[config.mk]
export PLATFORM = sky130hd
export DESIGN_NAME = ring_fifo
export DESIGN_NICKNAME = d
export VERILOG_FILES = /design/src/rtl/fifo_pkg.sv /design/src/rtl/ring_fifo_mem.sv /design/src/rtl/ring_fifo.sv
export SDC_FILE = /design/constraint.sdc
export NUM_CORES = 1
export LEC_CHECK = 0
export ABC_AREA = 1
export BUFFER_PORTS_ARGS = -buffer_cell sky130_fd_sc_hd__buf_4
export CORE_MARGIN = 2
export CORE_UTILIZATION = 36
export CTS_CLUSTER_SIZE = 14
export DETAILED_ROUTE_END_ITERATION = 7
export PLACE_DENSITY = 0.52
export SLEW_MARGIN = 0
export SYNTH_ARGS = -nofsm -noshare
export SYNTH_HDL_FRONTEND = slang
export SYNTH_SLANG_ARGS = --single-unit
[constraint.sdc]
create_clock -name clock -period 2.2 [get_ports clock]
set_clock_uncertainty 0.1 [all_clocks]
set_input_delay 0.11 -clock clock [delete_from_list [all_inputs] [get_ports clock]]
set_output_delay 0.11 -clock clock [all_outputs]
set_load 0.02 [all_outputs]
[src/rtl/fifo_pkg.sv]
// Shared FIFO types and sizing helpers, reused by ring_fifo and the UART wrappers.
package fifo_pkg;

    typedef struct packed {
        logic full;
        logic empty;
        logic almost_full;
        logic almost_empty;
        logic overflow;
        logic underflow;
    } fifo_status_t;

    function automatic int level_width(input int depth);
        return $clog2(depth + 1);
    endfunction

    function automatic int ptr_width(input int depth);
        return (depth > 1) ? $clog2(depth) : 1;
    endfunction

endpackage

[src/rtl/ring_fifo_mem.sv]
// DEPTH x WIDTH storage: one synchronous write port and one registered read port.
module ring_fifo_mem #(
    parameter int WIDTH = 8,
    parameter int DEPTH = 16,
    parameter int AW    = 4
) (
    input  logic             clock,
    input  logic             reset,
    input  logic             wr_en,
    input  logic [AW-1:0]    wr_addr,
    input  logic [WIDTH-1:0] wr_data,
    input  logic             rd_en,
    input  logic [AW-1:0]    rd_addr,
    output logic [WIDTH-1:0] rd_data
);

    logic [WIDTH-1:0] mem_r [DEPTH];

    // write port; contents are intentionally not reset
    always_ff @(posedge clock) begin
        if (wr_en) begin
            mem_r[wr_addr] <= wr_data;
        end
    end

    // read register; a same-edge write to rd_addr returns the old word
    always_ff @(posedge clock or posedge reset) begin
        if (reset) begin
            rd_data <= '0;
        end else if (rd_en) begin
            rd_data <= mem_r[rd_addr];
        end
    end

endmodule

[src/rtl/ring_fifo.sv]
// Circular-buffer FIFO: pointer-based storage, fill level, almost flags,
// synchronous flush and sticky overflow/underflow.
module ring_fifo
    import fifo_pkg::*;
#(
    parameter int WIDTH        = 8,
    parameter int DEPTH        = 16,
    parameter int ALMOST_FULL  = DEPTH - 2,
    parameter int ALMOST_EMPTY = 2
) (
    input  logic                          clock,
    input  logic                          reset,
    input  logic                          clear,
    input  logic                          write_enable,
    input  logic [WIDTH-1:0]              data_in,
    input  logic                          read_enable,
    output logic [WIDTH-1:0]              data_out,
    output logic                          data_valid,
    output logic [level_width(DEPTH)-1:0] level,
    output logic                          full,
    output logic                          empty,
    output logic                          almost_full,
    output logic                          almost_empty,
    output logic                          overflow,
    output logic                          underflow
);

    localparam int LW = level_width(DEPTH);
    localparam int PW = ptr_width(DEPTH);

    localparam logic [PW-1:0] PTR_LAST = PW'(DEPTH - 1);
    localparam logic [PW-1:0] PTR_ONE  = PW'(1);
    localparam logic [LW-1:0] LVL_ONE  = LW'(1);
    localparam logic [LW-1:0] LVL_FULL = LW'(DEPTH);
    localparam logic [LW-1:0] AF_LVL   = LW'(ALMOST_FULL);
    localparam logic [LW-1:0] AE_LVL   = LW'(ALMOST_EMPTY);

    localparam fifo_status_t STATUS_RST = '{
        full:         1'b0,
        empty:        1'b1,
        almost_full:  1'b0,
        almost_empty: 1'b1,
        overflow:     1'b0,
        underflow:    1'b0
    };

    logic [PW-1:0] wr_ptr_r, wr_ptr_nxt_s;
    logic [PW-1:0] rd_ptr_r, rd_ptr_nxt_s;
    logic [LW-1:0] level_r, level_nxt_s;
    fifo_status_t  status_r, status_nxt_s;
    logic          data_valid_r, data_valid_nxt_s;
    logic          push_ok_s, pop_ok_s, mem_wr_s, mem_rd_s;

    // wrap by explicit compare so non-power-of-two depths work
    function automatic logic [PW-1:0] ptr_inc(input logic [PW-1:0] ptr);
        if (ptr == PTR_LAST) begin
            return '0;
        end else begin
            return ptr + PTR_ONE;
        end
    endfunction

    // acceptance: a pop frees a slot, so a push at full succeeds alongside it
    always_comb begin
        pop_ok_s  = read_enable && !status_r.empty;
        push_ok_s = write_enable && (!status_r.full || pop_ok_s);
        mem_wr_s  = push_ok_s && !clear;
        mem_rd_s  = pop_ok_s && !clear;
    end

    // next-state for pointers, level, data_valid and status; clear wins over requests
    always_comb begin
        wr_ptr_nxt_s     = wr_ptr_r;
        rd_ptr_nxt_s     = rd_ptr_r;
        level_nxt_s      = level_r;
        data_valid_nxt_s = 1'b0;
        status_nxt_s     = status_r;
        if (clear) begin
            wr_ptr_nxt_s           = '0;
            rd_ptr_nxt_s           = '0;
            level_nxt_s            = '0;
            status_nxt_s.overflow  = 1'b0;
            status_nxt_s.underflow = 1'b0;
        end else begin
            if (push_ok_s) begin
                wr_ptr_nxt_s = ptr_inc(wr_ptr_r);
            end else begin
                wr_ptr_nxt_s = wr_ptr_r;
            end
            if (pop_ok_s) begin
                rd_ptr_nxt_s = ptr_inc(rd_ptr_r);
            end else begin
                rd_ptr_nxt_s = rd_ptr_r;
            end
            case ({push_ok_s, pop_ok_s})
                2'b10:   level_nxt_s = level_r + LVL_ONE;
                2'b01:   level_nxt_s = level_r - LVL_ONE;
                default: level_nxt_s = level_r;
            endcase
            data_valid_nxt_s       = pop_ok_s;
            status_nxt_s.overflow  = status_r.overflow  | (write_enable & ~push_ok_s);
            status_nxt_s.underflow = status_r.underflow | (read_enable  & ~pop_ok_s);
        end
        status_nxt_s.full         = (level_nxt_s == LVL_FULL);
        status_nxt_s.empty        = (level_nxt_s == '0);
        status_nxt_s.almost_full  = (level_nxt_s >= AF_LVL);
        status_nxt_s.almost_empty = (level_nxt_s <= AE_LVL);
    end

    // control state registers
    always_ff @(posedge clock or posedge reset) begin
        if (reset) begin
            wr_ptr_r     <= '0;
            rd_ptr_r     <= '0;
            level_r      <= '0;
            data_valid_r <= 1'b0;
            status_r     <= STATUS_RST;
        end else begin
            wr_ptr_r     <= wr_ptr_nxt_s;
            rd_ptr_r     <= rd_ptr_nxt_s;
            level_r      <= level_nxt_s;
            data_valid_r <= data_valid_nxt_s;
            status_r     <= status_nxt_s;
        end
    end

    ring_fifo_mem #(
        .WIDTH (WIDTH),
        .DEPTH (DEPTH),
        .AW    (PW)
    ) u_mem (
        .clock   (clock),
        .reset   (reset),
        .wr_en   (mem_wr_s),
        .wr_addr (wr_ptr_r),
        .wr_data (data_in),
        .rd_en   (mem_rd_s),
        .rd_addr (rd_ptr_r),
        .rd_data (data_out)
    );

    assign data_valid   = data_valid_r;
    assign level        = level_r;
    assign full         = status_r.full;
    assign empty        = status_r.empty;
    assign almost_full  = status_r.almost_full;
    assign almost_empty = status_r.almost_empty;
    assign overflow     = status_r.overflow;
    assign underflow    = status_r.underflow;

endmodule

After elaboration in Yosys (flattened, before gate mapping) --
Memory sizes are Yosys's and may differ from the RTL's. A register that Yosys moved wholly into a read port is not among the register bits. Index checks and enable logic that the tools add are counted.
Operators by class: muxes and demuxes 12, reductions and logical operators 11, add/subtract/negate cells 4, equal/unequal tests 5, bitwise logic cells 6, order comparisons 2
Operators by type and width (number):
- 4-bit two-way mux | 6
- 5-bit one-hot mux with 2 select lines | 1
- 4-bit by 1-bit adder with 4-bit output, second input constant | 2
- 4-bit == test, second input constant | 2
- 5-bit by 1-bit adder with 5-bit output, second input constant | 1
- 5-bit == test, second input constant | 1
- 5-bit by 4-bit >= comparator with 1-bit output, second input constant | 1
- 5-bit by 2-bit <= comparator with 1-bit output, second input constant | 1
- 5-bit zero test | 1
- 5-bit two-way mux | 1
- 5-bit by 1-bit subtractor with 5-bit output, second input constant | 1
- 1-bit logical AND | 4
- 2-bit nonzero test | 2
- 1-bit zero test | 3
- 1-bit two-way mux | 3
- 1-bit bitwise AND | 2
- 2-bit by 1-bit == test with 1-bit output, second input constant | 1
- 2-bit == test, second input constant | 1
- 2-bit two-way mux | 1
- 1-bit inverter | 2
- 1-bit bitwise OR | 2
- 1-bit logical OR | 1
Storage, ports and cells: word-level logic and storage cells 51, RAM bits 128, memories 1, register bits 20
Memory list:
- u_mem.mem_r | depth 16, bits a word 8, rd ports 1, clocked after memory_dff 1, write ports 1, RTL line ring_fifo_mem.sv:17 | logic [WIDTH-1:0] mem_r [DEPTH];

Longest topological paths before layout --
Gate-level depths: netlist of run 1.
depth in word-level cells 8, mapped depth 18, depth with buffers taken out 18

Cells and area by module --
A second synthesis of run 1 with hierarchy kept.
Second synthesis, totals: cells, all modules 622, area, all modules 6729.0 um^2
By module, submodules not included:
- ring_fifo_mem | cells an instance 482, area an instance 5595.4 um^2, times used 1
- ring_fifo | cells an instance 140, area an instance 1133.6 um^2, times used 1

Worst setup path after synthesis of run 1 --
Ideal clock, no wire load.
path kind reg2reg, start point register status_r (netlist bit empty), end point register status_r (netlist bit empty), arrival 2.170 ns, setup slack -0.137 ns, stages on the path, launching flop included 17, buffers on the path 0, setup time 0.067 ns, path through dfstp_2 -> inv_1 -> nand2_2 -> nand2_1 -> nand2_1 -> ha_1 -> nand2_1 -> inv_1 -> nor2_2 -> ha_1 -> nor2_1 -> nor2_1 -> nand2_1 -> nand2_1 -> a21oi_1 -> nand2_1 -> nor2_1
RTL lines:
- start, declared | RTL line ring_fifo.sv:50 | fifo_status_t status_r, status_nxt_s;
- start signal, assigned | RTL line ring_fifo.sv:123 | status_r <= status_nxt_s;

==> reports/metrics.yaml, run 1 <==
outcome: "finished, final reports clean"
finalWeightedCongestion: 0.873
ctsHtreeMaxLevel: 4
die_w_um: 139
syn_inst: 602
vdd_drop_max_mv: 0.629
cp-start-kind: "flip-flop"
ys_types: 26
synth_area_per_cell_um2: 10.9
ys_ff_latch: 156
cp.arrival_ns: 2.39
timing.hold.ws_ns: 0.168
holdPathEnd: "wr_ptr_r[0]$_DFFE_PP0P_"
cts.reportedPaths.clkPinSlew_ns: 0.06
slew_violations: 0
antenna_found_initial: 0
fillCellCount: 1661
synthAdderAreaFrac_pct: 1.53
synth-compound-area-share_pct: 7.76
final_util_pct: 45.1
synth_fp_nets: 623
p_leak_nw: 3.23
reg2reg_depth: 17
grt_max_degree: 69
yosys_warnings: 0
cap_viol_max_count: 0
grt_pass1_vias: 4571
dr_total_vias: 4588
holdPathStages: 5
grt_usage_pct: 17.4
min_period_over_period_pct: 96.5
io_buffer_count: 32
core_um2: 17900
worst_skew_pair.late_latency_ns: 0.43
initial_core_util_pct: 36.6
dp.final_hpwl_mm: 10.2
hold_violations: 0
synth-main-ff-cell: "edfxtp_1"
synthSimpleGateAreaFrac_pct: 16.8
synth-edff-count: 128
setup_violations: 0
synth_top_family_by_area: "simple AND/OR/NAND/NOR gates"
wl_per_cell_um: 17.5
numCtsBuffers: 17
cts_tree: "yes"
syn_to_final_growth_pct: 23.2
drt-initial-drc-count: 284
postRouteAntennaNets: 0
fin_crit_ns: 2.12
r2r-start: "empty$_DFF_PP1_"
place_worst_setup_slack_ns: 0.0301
n_antenna_cell: 0
die_h_um: 139
tns_ns: 0
rsz0062_at_grt: "yes"
vias_per_cell: 5.00
critPathRequiredTime_ns: 2.47
p_total_mw: 8.90
ys_seq_area_share_pct: 69.5
cp_max_fo: 4
syn_area_um2: 6550
cts_root_buffer: "clkbuf_16"
fin_nets: 697
setup.worst_path.class: "flip-flop to flip-flop"
synthMuxAreaShare_pct: 0
die-area_um2: 19300
drt_wl_total_mm: 16.1
tightest_slew_ns: 0.625
clk_path_buf_depth: 2
rows: 49
clock-sinks: 156
grt_first_pass_wirelength_mm: 25.2
hold_class: "input pin to flip-flop"
timing.final.ws_setup_ns: 0.0767
r2r-end: "almost_empty$_DFF_PP1_"
boundaryPins: 33
drcViolationCount: 0
fmax_mhz: 471
powerDensity_nw_per_um2: 1100
reg2reg_slack_ns: 0.08
end_kind: "flip-flop"
async_flop_share_pct: 17.9
drive_above_1_share_pct: 18.6
relSlewSlack_pct: 58.2
grt_overflow_total: 0
synth_xor_area_share_pct: 0.268
firstDrtPassIters: 5
hold_path.startpoint: "write_enable"
[cells by family after synthesis]
group                    after synthesis
AND/OR/NAND/NOR                      276
AO/OA/AOI/OAI                         96
adder cells (fa/ha/maj)                8
flip-flops                           156
XOR/XNOR                               2
buffers and inverters                 64
[sequential cells by signal (all words and copies together), names as in the netlist]
register	flops
wr_ptr_r	4
u_mem.mem_r	128
rd_ptr_r	4
almost_full	1
level	5
empty	1
almost_empty	1
overflow	1
u_mem.rd_data	8
underflow	1
data_valid	1
full	1
[layout make-up]
class | count | area [µm²] | share of cell area [%]
multi-input combinational | 382 | 1810 | 22.5
clock buffer | 17 | 425 | 5.27
clock inverter | 14 | 193 | 2.39
timing repair buffer | 77 | 641 | 7.94
inverter | 42 | 158 | 1.95
sequential | 156 | 4550 | 56.4
tap | 229 | 287 | 3.55
[through the flow]
step	std cells	instance area [µm²]
floorplan	602	6570
global placement	869	7210
detailed placement	869	7210
CTS	912	7950
global route	917	8070
finish	917	8070
[Yosys cell counts (all sizes together), types with 2 or more instances]
cell type / n / share of area [%]
o21ai: 48 / 3.7
a21oi: 30 / 2.3
o22ai: 14 / 1.3
nor3: 5 / 0.38
nor2: 66 / 3.9
buf: 20 / 1.7
nand2: 175 / 10
edfxtp: 128 / 59
dfrtp: 26 / 9.9
nand3: 27 / 2.1
ha: 8 / 1.5
clkbuf: 2 / 0.11
xor2: 2 / 0.27
or2: 2 / 0.19
dfstp: 2 / 0.80
inv: 41 / 2.4
a21boi: 3 / 0.34
[critical path, cell delays in order, from the launching register on]
cell     delay [ns]
dfstp_2        0.53
inv_2          0.04
nand2_4        0.06
nand2_2        0.05
nand2_2        0.08
ha_4           0.16
nand2_2        0.05
inv_2          0.07
nor2_4         0.05
ha_4           0.15
inv_2          0.05
nand4_1        0.09
nand2_2        0.12
nand2_4        0.07
buf_6          0.11
a21oi_2        0.10
nand2_1        0.06
nor2_1         0.10
[routing by layer]
layer  vias to the layer above  global-route usage (%)  routed length [µm]
met2                       117                    29.8                8280
li1                       2196                       -                   -
met5                         -                       0                   0
met1                      2245                    21.4                6790
met4                         0                    6.91                 358
met3                        30                    3.80                 656
[cell usage in the layout (no fill, tap or decap), types with 5 or more instances in the layout]
master           n
nand3_1         27
nand2_2          8
o21ai_0         47
a21oi_1         28
dfrtp_1         25
nor3_1           5
inv_1           34
nand2_1        165
clkbuf_16       17
dlygate4sd3_1   12
inv_2            7
edfxtp_1       128
buf_4           61
o22ai_1         14
nor2_1          60
ha_1             5
[worst max-delay path by stage]
stage	end	from	slack (ns)	cells past startpoint
after floorplan	empty$_DFF_PP1_	empty$_DFF_PP1_	0.01	16
after global placement	empty$_DFF_PP1_	empty$_DFF_PP1_	0.07	16
after detailed placement	empty$_DFF_PP1_	empty$_DFF_PP1_	0.03	16
after CTS	empty$_DFF_PP1_	empty$_DFF_PP1_	0.008	16
after global routing	empty$_DFF_PP1_	empty$_DFF_PP1_	-0.02	16
final	almost_empty$_DFF_PP1_	empty$_DFF_PP1_	0.08	17
[what timing repair did]
item	4_1_cts	5_1_grt
endpoints found under the hold margin	164	0
setup endpoints to repair	0	5
hold buffers	12	0
buffers inserted	0	5
resized for setup	0	22
[power breakdown]
group | switching [mW] | internal (mW)
combinational | 1.49 | 0.830
clock | 1.17 | 1.90
sequential | 0.127 | 3.40
total | 2.78 | 6.12
No activity file was read; power rests on OpenSTA's default activity.
==> run 2: changes to the inputs <==
==> constraint.sdc (replaced) <==
create_clock -name clock -period 1.78 [get_ports clock]
set_clock_uncertainty 0.1 [all_clocks]
set_input_delay 0.089 -clock clock [delete_from_list [all_inputs] [get_ports clock]]
set_output_delay 0.089 -clock clock [all_outputs]
set_load 0.02 [all_outputs]
==> reports/metrics.yaml, run 2 (synthesis results as in run 1) <==
tightest_slew_ns: 0.408  # -0.217 ns
crit_buf_inv: 2  # -2
die-area_um2: 19300  # unchanged
finalWeightedCongestion: 0.826  # -5.4%
numCtsBuffers: 17  # unchanged
timing.hold.ws_ns: -0.00756  # -0.175 ns
clk_path_buf_depth: 2  # unchanged
fin_nets: 713  # +2.3%
critPathRequiredTime_ns: 2.04  # -0.43 ns
crit_cells: 11  # -6
grt_overflow_total: 0  # unchanged
cp_top_family: "simple AND/OR/NAND/NOR gates"
reg2reg_depth: 11  # -6
cp_max_fo: 4  # unchanged
crit_end: "almost_full$_DFF_PP0_"
relSlewSlack_pct: 72.8  # +15 points
final_cell_mix: "nand2_1 (156), edfxtp_1 (128), buf_4 (57)"
syn_to_final_growth_pct: 29.2
hold_class: "input pin to flip-flop"
cts.reportedPaths.clkPinSlew_ns: 0.06  # about the same
dr_total_vias: 4545  # -0.94%
drive_above_1_share_pct: 24.3  # +5.7 points
end_kind: "flip-flop"
drt-initial-drc-count: 304  # +7.0%
firstDrtPassIters: 5  # unchanged
path_cells: "inv_2, nand2_4, nand2_4, nand2_4, buf_4, ha_2, a21oi_1, nand2_2, nor2_1, nand3_1, nand2_1"
antenna_found_initial: 0  # unchanged
postRouteAntennaNets: 0  # unchanged
die_w_um: 139  # unchanged
fmax_mhz: 477  # +1.3%
timing.final.ws_setup_ns: -0.317  # -0.394 ns
final_cells: 934  # +1.9%
cap_viol_max_count: 0  # unchanged
fin_crit_ns: 2.10  # -0.0265 ns
largest_register: "u_mem.mem_r"
hold_violations: 1  # +1
r2r-end: "almost_full$_DFF_PP0_"
violations: "hold timing, setup timing"
tns_ns: -6.44  # -6.44 ns
boundaryPins: 33  # unchanged
crit_start: "empty$_DFF_PP1_"
cp-start-kind: "flip-flop"
grt_first_pass_wirelength_mm: 25.1  # -0.25%
p_total_mw: 10.7  # +20%
drt_wl_total_mm: 15.8  # -1.7%
initial_core_util_pct: 36.6  # unchanged
dp.final_hpwl_mm: 9.87  # -3.7%
core_um2: 17900  # unchanged
cp.arrival_ns: 2.36  # -0.03 ns
cts_tree: "yes"
drcViolationCount: 0  # unchanged
clock-sinks: 156  # unchanged
grt_usage_pct: 17.1  # -0.22 points
cts_root_buffer: "clkbuf_16"
outcome: "finished, violations left"
grt_max_degree: 48  # -30%
io_buffer_count: 32  # unchanged
worst_skew_pair.late_latency_ns: 0.42  # about the same
die_h_um: 139  # unchanged
crit_path_frequent_cell: "nand2_4"
slew_violations: 0  # unchanged
cp_slowest_stage_delay_ns: 0.53  # about the same
p_leak_nw: 3.34  # +3.4%
setup.worst_path.class: "flip-flop to flip-flop"
rsz0062_at_grt: "yes"
min_period_over_period_pct: 118  # +21 points
powerDensity_nw_per_um2: 1270  # +15%
wl_per_cell_um: 16.9  # -3.5%
rows: 49  # unchanged
reg2reg_slack_ns: -0.32  # -0.39 ns
final_common_cell: "nand2_1"
n_antenna_cell: 0  # unchanged
vias_per_cell: 4.87  # -2.7%
grt_pass1_vias: 4642  # +1.6%
largest_reg_flops: 128  # unchanged
setup_violations: 81  # +81
ctsHtreeMaxLevel: 4  # unchanged
crit_slowest_cell: "dfstp_2"
r2r-start: "empty$_DFF_PP1_"
place_inst: 881  # +1.4%
vdd_drop_max_mv: 0.876  # +39%
run 2: changes by cell type in the layout (fill, tap and decap cells not counted), moves of 4 or more:
cell	before	now
buf_6	2	11
nand2_1	165	156
buf_4	61	57
nor2_1	60	46
nand2_4	2	8
nor2_4	2	17
nand3_1	27	22
buf_12	2	12
run 2: area by class of cell:
cell class              count  area (µm²)
clock inverters            12        97.6
well taps                 229         287
clock buffers              20         437
repair buffers             93         922
fillers                  1643        9440
multi-input cells         382        2010
flip-flops and latches    156        4550
inverters                  42         163
run 2: how the worst min path moves through the flow:
stage           from                      endpoint  depth (start not counted)
2_1_floorplan  reset         almost_full$_DFF_PP0_                          1
3_3_place_gp   reset  u_mem.rd_data[7]$_DFFE_PP0P_                          3
3_5_place_dp   reset  u_mem.rd_data[7]$_DFFE_PP0P_                          3
4_1_cts        clear       wr_ptr_r[2]$_DFFE_PP0P_                          4
5_1_grt        clear            level[2]$_DFF_PP0_                          5
6_report       clear       wr_ptr_r[2]$_DFFE_PP0P_                          4
run 2: tightest hold or removal path, cell delays in order:
cell	delay, ns
buf_4	0.12
inv_1	0.12
o21ai_0	0.10
a21oi_1	0.05
run 2: what timing repair did:
item                                    CTS  global route
setup buffers                             9             1
endpoints found under the setup margin  113           137
pin swaps                                20            10
hold buffers                             12             1
resized for setup                        32            30
hold endpoints to repair                163             1
run 2: layer usage:
metal  up-vias  routed length [µm]  GRT usage, %
met5         -                   0             0
met4         0                 330          6.11
met3        24                 466          3.56
met2        86                8090          29.6
met1      2211                6910          21.5
li1       2224                   -             -
run 2: per-stage QoR:
step                      instance area (µm²)  setup slack [ns]  util, %
after detailed placement                 7480            -0.365     41.8
after CTS                                8340            -0.303     46.6
after global routing                     8460            -0.450     47.3
after floorplan                          6660            -0.390        -
final                                    8460            -0.317     47.3
after global placement                   7480            -0.340     41.8
run 2: power by group:
part           internal, mW  leakage [nW]  switching, mW  total, mW
Combinational          1.13          1.57           1.89       3.02
Sequential             4.20          1.51          0.175       4.37
Clock                  1.91         0.255           1.41       3.32
==> run 3: changes to the inputs <==
--- a/config.mk
+++ b/config.mk
@@ -12,6 +12,7 @@
 export CTS_CLUSTER_SIZE = 14
 export DETAILED_ROUTE_END_ITERATION = 7
 export PLACE_DENSITY = 0.52
+export SETUP_SLACK_MARGIN = 0.15
 export SLEW_MARGIN = 0
 export SYNTH_ARGS = -nofsm -noshare
 export SYNTH_HDL_FRONTEND = slang
==> reports/metrics.yaml, run 3 (synthesis results as in run 1) <==
p_leak_nw: 3.49  # +4.5%
largest_reg_flops: 128  # unchanged
rows: 49  # unchanged
grt_usage_pct: 17.3  # +0.20 points
cp_max_fo: 4  # unchanged
n_antenna_cell: 0  # unchanged
violations: "setup timing"
dr_total_vias: 4676  # +2.9%
drt_wl_total_mm: 16.1  # +2.0%
final_common_cell: "nand2_1"
boundaryPins: 33  # unchanged
relSlewSlack_pct: 70.7  # -2.1 points
fmax_mhz: 474  # -0.61%
clk_path_buf_depth: 2  # unchanged
die_w_um: 139  # unchanged
hold_violations: 0  # -1
die_h_um: 139  # unchanged
place_inst: 882  # +0.11%
largest_register: "u_mem.mem_r"
die-area_um2: 19300  # unchanged
syn_to_final_growth_pct: 34.9
drt-initial-drc-count: 272  # -11%
min_period_over_period_pct: 119  # +0.72 points
hold_class: "input pin to flip-flop"
initial_core_util_pct: 36.6  # unchanged
tightest_slew_ns: 0.439  # +0.0309 ns
antenna_found_initial: 0  # unchanged
cp.arrival_ns: 2.37  # about the same
drcViolationCount: 0  # unchanged
grt_max_degree: 48  # unchanged
tns_ns: -9.13  # -2.69 ns
clock-sinks: 156  # unchanged
cts_tree: "yes"
setup_violations: 81  # unchanged
vias_per_cell: 4.94  # +1.5%
rsz0062_at_grt: "yes"
slew_violations: 0  # unchanged
dp.final_hpwl_mm: 10.2  # +3.4%
powerDensity_nw_per_um2: 1280  # +1.3%
cp-start-kind: "flip-flop"
postRouteAntennaNets: 0  # unchanged
grt_pass1_vias: 4651  # +0.19%
critPathRequiredTime_ns: 2.04  # about the same
fin_crit_ns: 2.11  # +0.0128 ns
cts_root_buffer: "clkbuf_16"
wl_per_cell_um: 17.0  # +0.58%
ctsHtreeMaxLevel: 4  # unchanged
timing.hold.ws_ns: 0.105  # +0.113 ns
placed_cell_area_um2: 7530  # +0.74%
fillCellCount: 1595  # -2.9%
worst_skew_pair.late_latency_ns: 0.42  # about the same
fin_nets: 726  # +1.8%
timing.final.ws_setup_ns: -0.330  # -0.0128 ns
end_kind: "flip-flop"
grt_overflow_total: 0  # unchanged
final_area_um2: 8830  # +4.4%
io_buffer_count: 32  # unchanged
p_total_mw: 11.3  # +5.8%
cts.reportedPaths.clkPinSlew_ns: 0.06  # about the same
grt_first_pass_wirelength_mm: 25.4  # +1.2%
vdd_drop_max_mv: 0.861  # -1.7%
numCtsBuffers: 17  # unchanged
final_cells: 947  # +1.4%
drive_above_1_share_pct: 27.9  # +3.6 points
firstDrtPassIters: 4  # -1
final_cell_mix: "nand2_1 (153), edfxtp_1 (128), buf_4 (62)"
outcome: "finished, violations left"
cap_viol_max_count: 0  # unchanged
setup.worst_path.class: "flip-flop to flip-flop"
core_um2: 17900  # unchanged
finalWeightedCongestion: 0.823  # -0.36%
## run 3: critical path: stages (launching register included)
cell     delay [ns]
dfstp_2        0.53
inv_2          0.04
nand2_4        0.09
nand2_4        0.05
nand2_4        0.08
ha_4           0.16
nand2_2        0.05
inv_2          0.08
nor2_4         0.05
ha_4           0.25
nor2_2         0.03
nor2_2         0.11
nand2_2        0.08
buf_6          0.12
nor2_4         0.08
nand3_1        0.06
nand2_1        0.07
## run 3: path summary, 6_finish.rpt
check / startpoint / to / slack, ns / depth (start not counted)
worst max-delay path: empty$_DFF_PP1_ / almost_full$_DFF_PP0_ / -0.33 / 16
worst min-delay path: write_enable / wr_ptr_r[0]$_DFFE_PP0P_ / 0.11 / 5
worst max register to register: empty$_DFF_PP1_ / almost_full$_DFF_PP0_ / -0.33 / 16
worst min register to register: u_mem.rd_data[4]$_DFFE_PP0P_ / u_mem.rd_data[4]$_DFFE_PP0P_ / 0.39 / 2
max in group asynchronous: reset / almost_empty$_DFF_PP1_ / 1.04 / 4
min in group asynchronous: reset / data_valid$_DFF_PP0_ / 0.21 / 4
## run 3: report_power, final
group / leakage, nW / internal, mW / switching [mW]
Clock: 0.300 / 2.30 / 1.43
Sequential: 1.51 / 4.20 / 0.173
Combinational: 1.68 / 1.27 / 1.95
Total: 3.49 / 7.77 / 3.56
## run 3: metal layers
metal / global-route usage (%) / routed length [µm]
met5: 0 / 0
met2: 29.4 / 8230
met3: 4.21 / 598
met4: 4.78 / 234
met1: 22.4 / 7050
## run 3: area by class of cell
class | instances | area, µm² | share of cell area [%]
clock buffer | 21 | 460 | 5.21
clock inverter | 11 | 158 | 1.79
inverter | 42 | 164 | 1.86
multi-input combinational | 382 | 2080 | 23.6
sequential | 156 | 4550 | 51.5
tap | 229 | 287 | 3.25
timing repair buffer | 106 | 1130 | 12.8
## run 3: repair_timing
item,4_1_cts,5_1_grt
hold buffers,12,0
setup buffers,13,8
gates resized for setup,38,37
pin swaps,32,30
endpoints found under the setup margin,141,150
hold endpoints to repair,158,0
## run 3: metrics by stage
stage,utilization (%),worst slack (ns)
floorplan,-,-0.390
global placement,42.1,-0.345
detailed placement,42.1,-0.404
CTS,48.2,-0.344
global route,49.3,-0.455
finish,49.3,-0.330
